<file path="src/rtl/multicycle_control_unit.sv">
// Multi-cycle control FSM for the MIPS-subset datapath: sequences fetch, decode, execute,
// memory and writeback, with stall handshakes to the instruction and data memories.
module multicycle_control_unit #(
    parameter int unsigned CNT_W   = 32,
    parameter int unsigned STATE_W = 3
) (
    input  logic               clk,
    input  logic               rstN,
    input  logic [5:0]         opcode,
    input  logic [5:0]         rFunc,
    input  logic               zeroRes,
    input  logic               imemReady,
    input  logic               dmemReady,
    output logic               imemReq,
    output logic               irWriteEn,
    output logic               dmemReq,
    output logic               memWriteEn,
    output logic               pcWriteEn,
    output logic [1:0]         jumpOp,
    output logic [1:0]         extendOp,
    output logic               regWriteEn,
    output logic [1:0]         aluOp,
    output logic               writeReg,
    output logic               srcAlu,
    output logic [1:0]         srcReg,
    output logic               illegalInstr,
    output logic [CNT_W-1:0]   retired,
    output logic [STATE_W-1:0] state
);

    typedef enum logic [2:0] {
        StFetch  = 3'd0,
        StDecode = 3'd1,
        StExec   = 3'd2,
        StMem    = 3'd3,
        StWb     = 3'd4
    } state_e;

    typedef enum logic [3:0] {
        ClsNone, ClsAddu, ClsOr, ClsAddiu, ClsLui, ClsLw, ClsSw, ClsBeq, ClsJ
    } cls_e;

    state_e           state_q, state_d;
    cls_e             cls_q, dec_cls;
    logic [CNT_W-1:0] retired_q;
    logic             retire;

    logic       imem_req, ir_we, dmem_req, mem_we, pc_we, reg_we, wr_sel, alu_src, illegal;
    logic [1:0] jump_op, ext_op, alu_op, reg_src;

    always_comb begin
        dec_cls = ClsNone;
        case (opcode)
            6'b000000: begin
                case (rFunc)
                    6'b100000: dec_cls = ClsAddu;
                    6'b100101: dec_cls = ClsOr;
                    default:   dec_cls = ClsNone;
                endcase
            end
            6'b001001: dec_cls = ClsAddiu;
            6'b001111: dec_cls = ClsLui;
            6'b100011: dec_cls = ClsLw;
            6'b101011: dec_cls = ClsSw;
            6'b000100: dec_cls = ClsBeq;
            6'b000010: dec_cls = ClsJ;
            default:   dec_cls = ClsNone;
        endcase
    end

    always_comb begin
        state_d  = state_q;
        retire   = 1'b0;
        imem_req = 1'b0;
        ir_we    = 1'b0;
        dmem_req = 1'b0;
        mem_we   = 1'b0;
        pc_we    = 1'b0;
        reg_we   = 1'b0;
        illegal  = 1'b0;
        jump_op  = 2'b00;
        unique case (state_q)
            StFetch: begin
                imem_req = 1'b1;
                if (imemReady) begin
                    ir_we   = 1'b1;
                    state_d = StDecode;
                end
            end
            StDecode: begin
                if (dec_cls == ClsNone) begin
                    illegal = 1'b1;
                    pc_we   = 1'b1;
                    jump_op = 2'b01;
                    state_d = StFetch;
                end else begin
                    state_d = StExec;
                end
            end
            StExec: begin
                case (cls_q)
                    ClsAddu, ClsOr, ClsAddiu, ClsLui: state_d = StWb;
                    ClsLw, ClsSw:                     state_d = StMem;
                    ClsBeq: begin
                        pc_we   = 1'b1;
                        jump_op = zeroRes ? 2'b11 : 2'b01;
                        retire  = 1'b1;
                        state_d = StFetch;
                    end
                    ClsJ: begin
                        pc_we   = 1'b1;
                        jump_op = 2'b10;
                        retire  = 1'b1;
                        state_d = StFetch;
                    end
                    default: state_d = StFetch;
                endcase
            end
            StMem: begin
                dmem_req = 1'b1;
                mem_we   = (cls_q == ClsSw);
                if (dmemReady) begin
                    if (cls_q == ClsSw) begin
                        pc_we   = 1'b1;
                        jump_op = 2'b01;
                        retire  = 1'b1;
                        state_d = StFetch;
                    end else begin
                        state_d = StWb;
                    end
                end
            end
            StWb: begin
                reg_we  = 1'b1;
                pc_we   = 1'b1;
                jump_op = 2'b01;
                retire  = 1'b1;
                state_d = StFetch;
            end
            default: state_d = StFetch;
        endcase
    end

    // Datapath selects depend only on the latched class and stay put from EXEC to retirement.
    always_comb begin
        ext_op  = 2'b00;
        alu_op  = 2'b00;
        alu_src = 1'b0;
        wr_sel  = 1'b0;
        reg_src = 2'b00;
        if (state_q == StExec || state_q == StMem || state_q == StWb) begin
            case (cls_q)
                ClsAddu:  begin alu_op = 2'b01; wr_sel = 1'b1; reg_src = 2'b10; end
                ClsOr:    begin alu_op = 2'b11; wr_sel = 1'b1; reg_src = 2'b10; end
                ClsAddiu: begin ext_op = 2'b10; alu_src = 1'b1; alu_op = 2'b01; reg_src = 2'b10; end
                ClsLui:   begin ext_op = 2'b01; reg_src = 2'b01; end
                ClsLw:    begin ext_op = 2'b11; alu_src = 1'b1; alu_op = 2'b01; reg_src = 2'b11; end
                ClsSw:    begin ext_op = 2'b11; alu_src = 1'b1; alu_op = 2'b01; end
                ClsBeq:   alu_op = 2'b10;
                default:  ;
            endcase
        end
    end

    always_ff @(posedge clk or negedge rstN) begin
        if (!rstN) begin
            state_q   <= StFetch;
            cls_q     <= ClsNone;
            retired_q <= '0;
        end else begin
            state_q <= state_d;
            if (state_q == StDecode) cls_q <= dec_cls;
            if (retire) retired_q <= retired_q + CNT_W'(1);
        end
    end

    // Reset gates everything combinationally so FETCH's request is not seen while held in reset.
    assign imemReq      = rstN & imem_req;
    assign irWriteEn    = rstN & ir_we;
    assign dmemReq      = rstN & dmem_req;
    assign memWriteEn   = rstN & mem_we;
    assign pcWriteEn    = rstN & pc_we;
    assign regWriteEn   = rstN & reg_we;
    assign writeReg     = rstN & wr_sel;
    assign srcAlu       = rstN & alu_src;
    assign illegalInstr = rstN & illegal;
    assign jumpOp       = rstN ? jump_op : 2'b00;
    assign extendOp     = rstN ? ext_op : 2'b00;
    assign aluOp        = rstN ? alu_op : 2'b00;
    assign srcReg       = rstN ? reg_src : 2'b00;
    assign retired      = rstN ? retired_q : '0;
    assign state        = rstN ? STATE_W'(state_q) : '0;

endmodule

</file>
<file path="config.mk">
export PLATFORM = sky130hd
export DESIGN_NAME = multicycle_control_unit
export DESIGN_NICKNAME = d
export VERILOG_FILES = /design/src/rtl/multicycle_control_unit.sv
export SDC_FILE = /design/constraint.sdc
export NUM_CORES = 1
export LEC_CHECK = 0
export ABC_AREA = 1
export CELL_PAD_IN_SITES_DETAIL_PLACEMENT = 1
export CELL_PAD_IN_SITES_GLOBAL_PLACEMENT = 1
export CORE_UTILIZATION = 35
export DETAILED_ROUTE_END_ITERATION = 10
export PLACE_DENSITY = 0.77
export SLEW_MARGIN = 20
export SYNTH_ARGS = -nofsm -noshare
export SYNTH_HDL_FRONTEND = slang
export SYNTH_SLANG_ARGS = --single-unit
export TNS_END_PERCENT = 5
</file>
<file path="constraint.sdc">
create_clock -name clk -period 2.3 [get_ports clk]
set_input_delay 0.345 -clock clk [delete_from_list [all_inputs] [get_ports clk]]
set_output_delay 0.345 -clock clk [all_outputs]
set_load 0.02 [all_outputs]
</file>
==> Word-level counts from Yosys, hierarchy flattened <==
Cells that the tools add are included.
{ "classes": {"addsub": 1, "n_eq_ne": 22, "mux": 43, "n_bitwise": 9, "reduce_logical": 13} }
{ "op_table": {"columns": ["operator", "count"], "rows": [
  ["32-bit by 1-bit adder with 32-bit output (second input constant)", 1],
  ["32-bit 2-to-1 mux", 1],
  ["4-bit one-hot mux with 7 select lines", 1],
  ["6-bit == test (second input constant)", 4],
  ["1-bit 2-to-1 mux", 18],
  ["2-bit 2-to-1 mux", 9],
  ["2-bit one-hot mux with 3 select lines", 3],
  ["4-bit by 3-bit == test with 1-bit output (second input constant)", 4],
  ["6-bit by 4-bit == test with 1-bit output (second input constant)", 2],
  ["3-bit 2-to-1 mux", 4],
  ["3-bit one-hot mux with 4 select lines", 1],
  ["1-bit AND", 9],
  ["4-bit by 2-bit == test with 1-bit output (second input constant)", 2],
  ["2-bit one-hot mux with 2 select lines", 2],
  ["2-bit one-hot mux with 4 select lines", 1],
  ["4-bit OR reduction", 2],
  ["3-bit by 2-bit == test with 1-bit output (second input constant)", 2],
  ["6-bit by 2-bit == test with 1-bit output (second input constant)", 1],
  ["6-bit by 3-bit == test with 1-bit output (second input constant)", 1],
  ["6-bit zero test", 1],
  ["3-bit one-hot mux with 2 select lines", 1],
  ["2-bit OR reduction", 3],
  ["3-bit OR reduction", 2],
  ["4-bit by 1-bit == test with 1-bit output (second input constant)", 1],
  ["other kinds (10)", 12]
]} }
{ "word_totals": {"register_bits": 39, "in_bits": 17, "out_inout_bits": 52, "wordCells": 91} }

==> Depth between registers and ports, before layout <==
Gate-level depths: netlist (run 1).
{ "depth": {"ltp_word": 7, "mapped_depth": 11, "mapped_depth_nobuf": 11} }

==> Worst setup path after synthesis (run 1) <==
Ideal clock, no wire load.
{ "synth_timing": {"path_type": "reg-to-output", "from": "register state_q[1]", "to": "output port aluOp[0]", "arrival_ps": 1973, "t_required_ps": 1955, "path_slack_ps": -18, "path_stages_with_launch": 6, "path_buffers": 0, "path_cell_list": "dfrtp_1 nor2_1 nand2_1 o21ai_0 nand2_1 a2111oi_0"} }
{ "synth_between": {"elab_chain_len": 5, "elab_cells_between_ends": 7, "classes_between": "eq/ne (3); mux (2); reduce/logical (2)"} }
{ "synth_lines": {"columns": ["element", "line", "rtl"], "rows": [
  ["start, declared", "43", "state_e state_q, state_d;"],
  ["start signal, assigned", "167", "state_q <= StFetch;"],
  ["start signal, assigned", "171", "state_q <= state_d;"],
  ["3-bit by 2-bit == test with 1-bit output", "151", "if (state_q == StExec || state_q == StMem || state_q == StWb) begin"],
  ["1-bit logical OR", "151", null],
  ["1-bit logical OR *", "151", null],
  ["2-bit 2-to-1 mux *", "151", null],
  ["2-bit 2-to-1 mux *", "189", "assign aluOp = rstN ? alu_op : 2'b00;"],
  ["end, declared", "22", "output logic [1:0] aluOp,"]
]} }
Mark *: on every way between the ends. The rest lies on a longest branch, timed or not.

==> Final worst setup path (run 1) <==
{ "layout_timing": {"from": "input port opcode[4]", "to": "output port pcWriteEn"} }
{ "layout_between": {"elab_chain_len": 6, "elab_cells_between_ends": 12, "classes_between": "eq/ne (6); mux (3); bitwise (1); reduce/logical (2)"} }
{ "layout_lines": {"columns": ["element", "line", "rtl"], "rows": [
  ["start, declared", "9", "input logic [5:0] opcode,"],
  ["6-bit by 2-bit == test with 1-bit output (tied with other cells)", "53", "case (opcode)"],
  ["4-bit one-hot mux with 7 select lines *", "53", null],
  ["4-bit zero test *", "91", "if (dec_cls == ClsNone) begin"],
  ["1-bit 2-to-1 mux *", "91", null],
  ["1-bit one-hot mux with 4 select lines *", "82", "unique case (state_q)"],
  ["1-bit AND *", "182", "assign pcWriteEn = rstN & pc_we;"],
  ["end, declared", "18", "output logic pcWriteEn,"]
]} }
Marks and branches as above.

==> impl_metrics.toml, run 1 <==
[grt]
antenna_found_initial = 0
grt_pass1_wl_mm = 15.5
grt_usage_pct = 21.7
grt_pass1_vias = 3280
grt.overflow.total = 0
grt_max_degree = 46

[clock_tree]
cts_buffer_depth = 2
cts_made_buffers = 5
clkSinkCount = 39
cts_tree = "done"
clock_latency_ns = 0.30
cts_htree_levels = 2
clk_pin_slew_ns = 0.08
cts_setup_buffers = 0
clock-root-buffer = "clkbuf_8"

[worst_setup_path]
rrSetupSlack_ns = 0.31
critPathKind = "in -> out"
start_kind = "input pin"
worstPathArrival_ns = 1.89
cp-startpoint = "opcode[4]"
regToRegStartpoint = "cls_q[0]"
end_kind = "output port"
reg2reg_depth = 9
cp.required_ns = 1.96
critPathMaxFanout = 2

[timing]
setup_viol_count_final = 0
period_minus_slack_ns = 2.24
max_freq_ghz = 0.446
slew_viol_final = 0
fin_crit_sh_pct = 97.4
rsz0062_at_grt = "true"
finalHoldViolCount = 0
skew_ns = 0.00652
slew_headroom_pct = 66.3
tightest_slew_ns = 0.505
holdWs_ns = 0.0444
timing.final.ws_setup_ns = 0.0601

[route]
drt-total-wl_mm = 9.13
drc = 0
avgRoutedWirePerCell_um = 13.5
viasPerCell = 4.69
drt.antenna.violating_nets = 0
dr.pass1.iters = 4
routed-via-count = 3181
first_iter_violations = 49

[power]
power_mw = 2.36
power_density_mw_per_mm2 = 565
vdd_drop_max_v = 0.000408
power_leakage_nw = 2.30

[logic_synthesis]
yosysWarningCount = 0
yosys-top-cells-count = "nand2_1, inv_1, nor2_1, dfrtp_1, nand3_1"
avgSynthCellArea_um2 = 6.42
synthTopCellsByArea = "dfrtp_1, nand2_1, inv_1, nor2_1, nand3_1"
synth_top_flop_cell = "dfrtp_1"
synth_cell_types = 34
synth-edff-count = 0
postSynth.asyncResetShare_pct = 100
ys_seq_area_share_pct = 31.5
synth_most_common_cell = "nand2_1"
netlist_instances = 482
synth_seq_cells = 39
syn_area_mm2 = 0.00310
synth_top_area_cell = "dfrtp_1"
synth.top_cell.area_share_pct = 31.5
synth_nets = 500

[placement]
dp.cells = 670
dp_slack_ns = -0.399
globalplace.congestion = 0.832
io_buffers = 68
dp_hpwl_mm = 7.41

[run_status]
status = "finished, final reports clean"

[floorplan]
io_pins = 69
chipWidth_um = 96.0
core_mm2 = 0.00838
start_util_pct = 36.9
rows = 33
die-height_um = 96.0
die_area_mm2 = 0.00922

[layout]
multi_input_area_mm2 = 0.00177
insertedDiodeCount = 0
layout.nets = 590
layout-drive-gt1-share_pct = 15.4
area_growth_pct = 34.8
seq_area_um2 = 976
fin_util_pct = 49.8
fillers = 1118
stdcell_count = 678

[min_path]
hold_class = "in -> async"

[flow_run]
cap_violations = 0
==> path summary, 6_finish.rpt <==
path,endpoint
hold / removal,retired_q[3]
max in group asynchronous,retired_q[24]
hold reg to reg,retired_q[19]
setup reg to reg,retired_q[11]
setup / recovery,pcWriteEn
min in group clk,retired_q[19]
==> stage by stage <==
step	instance area, um^2	setup TNS, ns
global route	4170	-0.173
global placement	4050	-0.894
CTS	4160	-0.253
floorplan	3100	0
detailed placement	4050	-1.12
finish	4170	0
==> where the power goes <==
part	switching (mW)	internal (mW)
registers	0.0931	0.754
logic	0.539	0.361
clock network	0.262	0.351
==> worst max-delay path, stage by stage <==
cell and delay [ns]:
clkdlybuf4s50_1 0.52, buf_4 0.14, nor2_1 0.04, nand3_1 0.13, nand4_1 0.13, nor2_2 0.14
nand2_1 0.10, nand2_1 0.07, nand2_1 0.06, nand2_1 0.06, clkbuf_2 0.16
==> registers in the layout, summed over array words and instances (netlist names) <==
register	count
state_q	3
retired_q	32
cls_q	4
==> layout by cell type, fill, tap and decap left out, types with 4 or more instances in the layout <==
master           Yosys  routed
nand2_2              4       4
nor2_1              65      59
inv_2                5       5
a21oi_1              7       7
xnor2_2              6       6
xnor2_1              6       6
inv_1               82      82
dfrtp_1             39      39
nand4_1              4       4
nand3_1             24      23
xor2_1              13      13
nor2_2               5      10
dlymetal6s2s_1       0       5
nor2_4               3       4
clkbuf_8             0       6
clkdlybuf4s50_1      0      49
nand2_1            160     160
buf_4                1      25
nand2_4              6       6
nor3_1              15      14
o21ai_0             11      10
clkbuf_2             0       5
==> cells by family (layout without fill, tap and decap cells) <==
group / after synthesis / after routing / synth area share, %
AO/OA/AOI/OAI: 24 / 24 / 4.20
XOR/XNOR: 26 / 26 / 9.05
adder cells (fa/ha/maj): 1 / 1 / 0.404
buffers and inverters: 97 / 188 / 12.8
flip-flops: 39 / 39 / 31.5
AND/OR/NAND/NOR: 295 / 295 / 42.0
==> routing by layer <==
metal	GRT usage, %	up-vias	share of wire (%)
li1	-	1621	-
met5	0	-	0
met1	27.2	1498	46
met4	4.73	0	1.1
met3	3.55	7	3.2
met2	38.9	55	49
==> layout make-up <==
type,count,share of cell area (%)
clock buffers,6,1.98
flip-flops and latches,39,23.4
inverters,87,7.82
repair buffers,93,20.5
multi-input cells,346,42.3
well taps,105,3.15
clock inverters,2,0.839
==> repair_timing <==
action / CTS / global route
pin swaps: 0 / 1
setup endpoints to repair: 13 / 12
resized for setup: 25 / 30
hold buffers: 0 / 0
Note: power is estimated with default switching activity, not from simulation.
==> inputs of run 2 (changes only) <==
CORE_MARGIN = 5   (was not set)
==> impl_metrics.toml, run 2 (synthesized netlist as in run 1, its figures left out) <==
[layout]
final_common_cell = "nand2_1"
area_growth_pct = 35.2
layout_common_cells = "nand2_1, inv_1, nor2_1"
layout-drive-gt1-share_pct = 14.7
largestRegisters = "retired_q: 32 flops, cls_q: 4 flops, state_q: 3 flops"
largest_reg_flops = 32
insertedDiodeCount = 0
largest-register = "retired_q"
fin_util_pct = 48.2
layout.nets = 588
stdcell_count = 679

[worst_setup_path]
reg2reg_depth = 9
start_kind = "flip-flop"
cp-endpoint = "srcReg[1]"
cp.required_ns = 1.96
end_kind = "output port"
cp-startpoint = "state_q[1]"
rrSetupSlack_ns = 0.29
worstPathArrival_ns = 1.84
regToRegStartpoint = "cls_q[1]"
r2r_end = "retired_q[2]"
critPathMaxFanout = 5
critPathKind = "reg -> out"

[timing]
tightest_slew_ns = 0.517
max_freq_ghz = 0.458
fin_crit_sh_pct = 95.0
finalHoldViolCount = 0
slew_viol_final = 0
rsz0062_at_grt = "true"
setup_viol_count_final = 0
skew_ns = 0.00509
holdWs_ns = 0.216
slew_headroom_pct = 65.5
period_minus_slack_ns = 2.18

[clock_tree]
cts_tree = "done"
cts_setup_buffers = 0
clkSinkCount = 39
clock-root-buffer = "clkbuf_8"
cts_buffer_depth = 2
cts_made_buffers = 5
cts_htree_levels = 2
clock_latency_ns = 0.29
clk_pin_slew_ns = 0.08

[grt]
antenna_found_initial = 0
grt_usage_pct = 18.3
grt_max_degree = 40
grt.overflow.total = 0
grt_pass1_wl_mm = 16.7
grt_pass1_vias = 3554

[floorplan]
core_mm2 = 0.00868
die_area_mm2 = 0.0108
io_pins = 69
chipWidth_um = 104
rows = 34
start_util_pct = 35.7
die-height_um = 104

[route]
first_iter_violations = 69
viasPerCell = 4.81
routed-via-count = 3267
drc = 0
drt-total-wl_mm = 9.64
drt.antenna.violating_nets = 0
avgRoutedWirePerCell_um = 14.2
dr.pass1.iters = 4

[power]
vdd_drop_max_v = 0.000296
power_mw = 2.40
power_leakage_nw = 2.31
power_density_mw_per_mm2 = 574

[flow_run]
cap_violations = 0

[placement]
globalplace.congestion = 0.876
io_buffers = 68
dp.cells = 670
dp_hpwl_mm = 7.76

[run_status]
status = "finished, final reports clean"

[min_path]
hold_class = "in -> async"
## run 2: changes by cell type in the layout (fill, tap and decap cells not counted), sizes merged, moves of 2 or more
cell           before  now
dlymetal6s2s        5    7
clkdlybuf4s50      49   47
clkdlybuf4s15       0    3
buf                30   24
## run 2: stage by stage
step / area, um^2 / setup WS [ns] / TNS, ns
2_1_floorplan: 3100 / 0.237 / 0
3_3_place_gp: 4020 / -0.321 / -0.873
3_5_place_dp: 4020 / -0.486 / -1.32
4_1_cts: 4160 / -0.110 / -0.200
5_1_grt: 4180 / -0.0345 / -0.0832
6_report: 4180 / 0.116 / 0
## run 2: worst min path at each step
stage | startpoint | endpoint | slack [ns] | cells past startpoint
4_1_cts | rstN | retired_q[4] | 0.21 | 2
2_1_floorplan | rstN | cls_q[0] | 0.05 | 0
6_report | rstN | retired_q[4] | 0.22 | 2
3_5_place_dp | rstN | state_q[0] | 0.23 | 1
5_1_grt | rstN | retired_q[4] | 0.23 | 2
3_3_place_gp | rstN | state_q[0] | 0.22 | 1
## run 2: power by group
group | total, mW | switching (mW) | internal, mW | leakage, nW
Sequential | 0.853 | 0.0985 | 0.754 | 0.521
Clock | 0.681 | 0.247 | 0.434 | 0.0654
Combinational | 0.867 | 0.527 | 0.340 | 1.72
## run 2: per-layer routing
metal,vias up,global-route usage (%),wire length (um)
met4,0,3.79,122
met3,11,3.48,413
met5,-,0,0
met2,74,34.6,5070
li1,1618,-,-
met1,1564,21.4,4030
## run 2: timing repair
action / 4_1_cts / 5_1_grt
pin swaps: 0 / 0
gates resized for setup: 23 / 30
endpoints found under the hold margin: 2 / 0
endpoints found under the setup margin: 13 / 13
hold buffers: 1 / 0
## run 2: critical path: stages (launching register included)
cell and delay (ns):
dfrtp_1 0.44, nor2_1 0.15, nand2_1 0.08, o21ai_0 0.14, nand2_1 0.13, buf_4 0.17
a21oi_1 0.12, clkdlybuf4s15_1 0.32
## run 2: area by class of cell
type                       count  area, um^2
multi-input combinational    346        1770
fill                        1156        4490
tap                          108         135
timing repair buffer          91         848
clock inverter                 2        60.1
inverter                      87         327
sequential                    39         976
clock buffer                   6        72.6
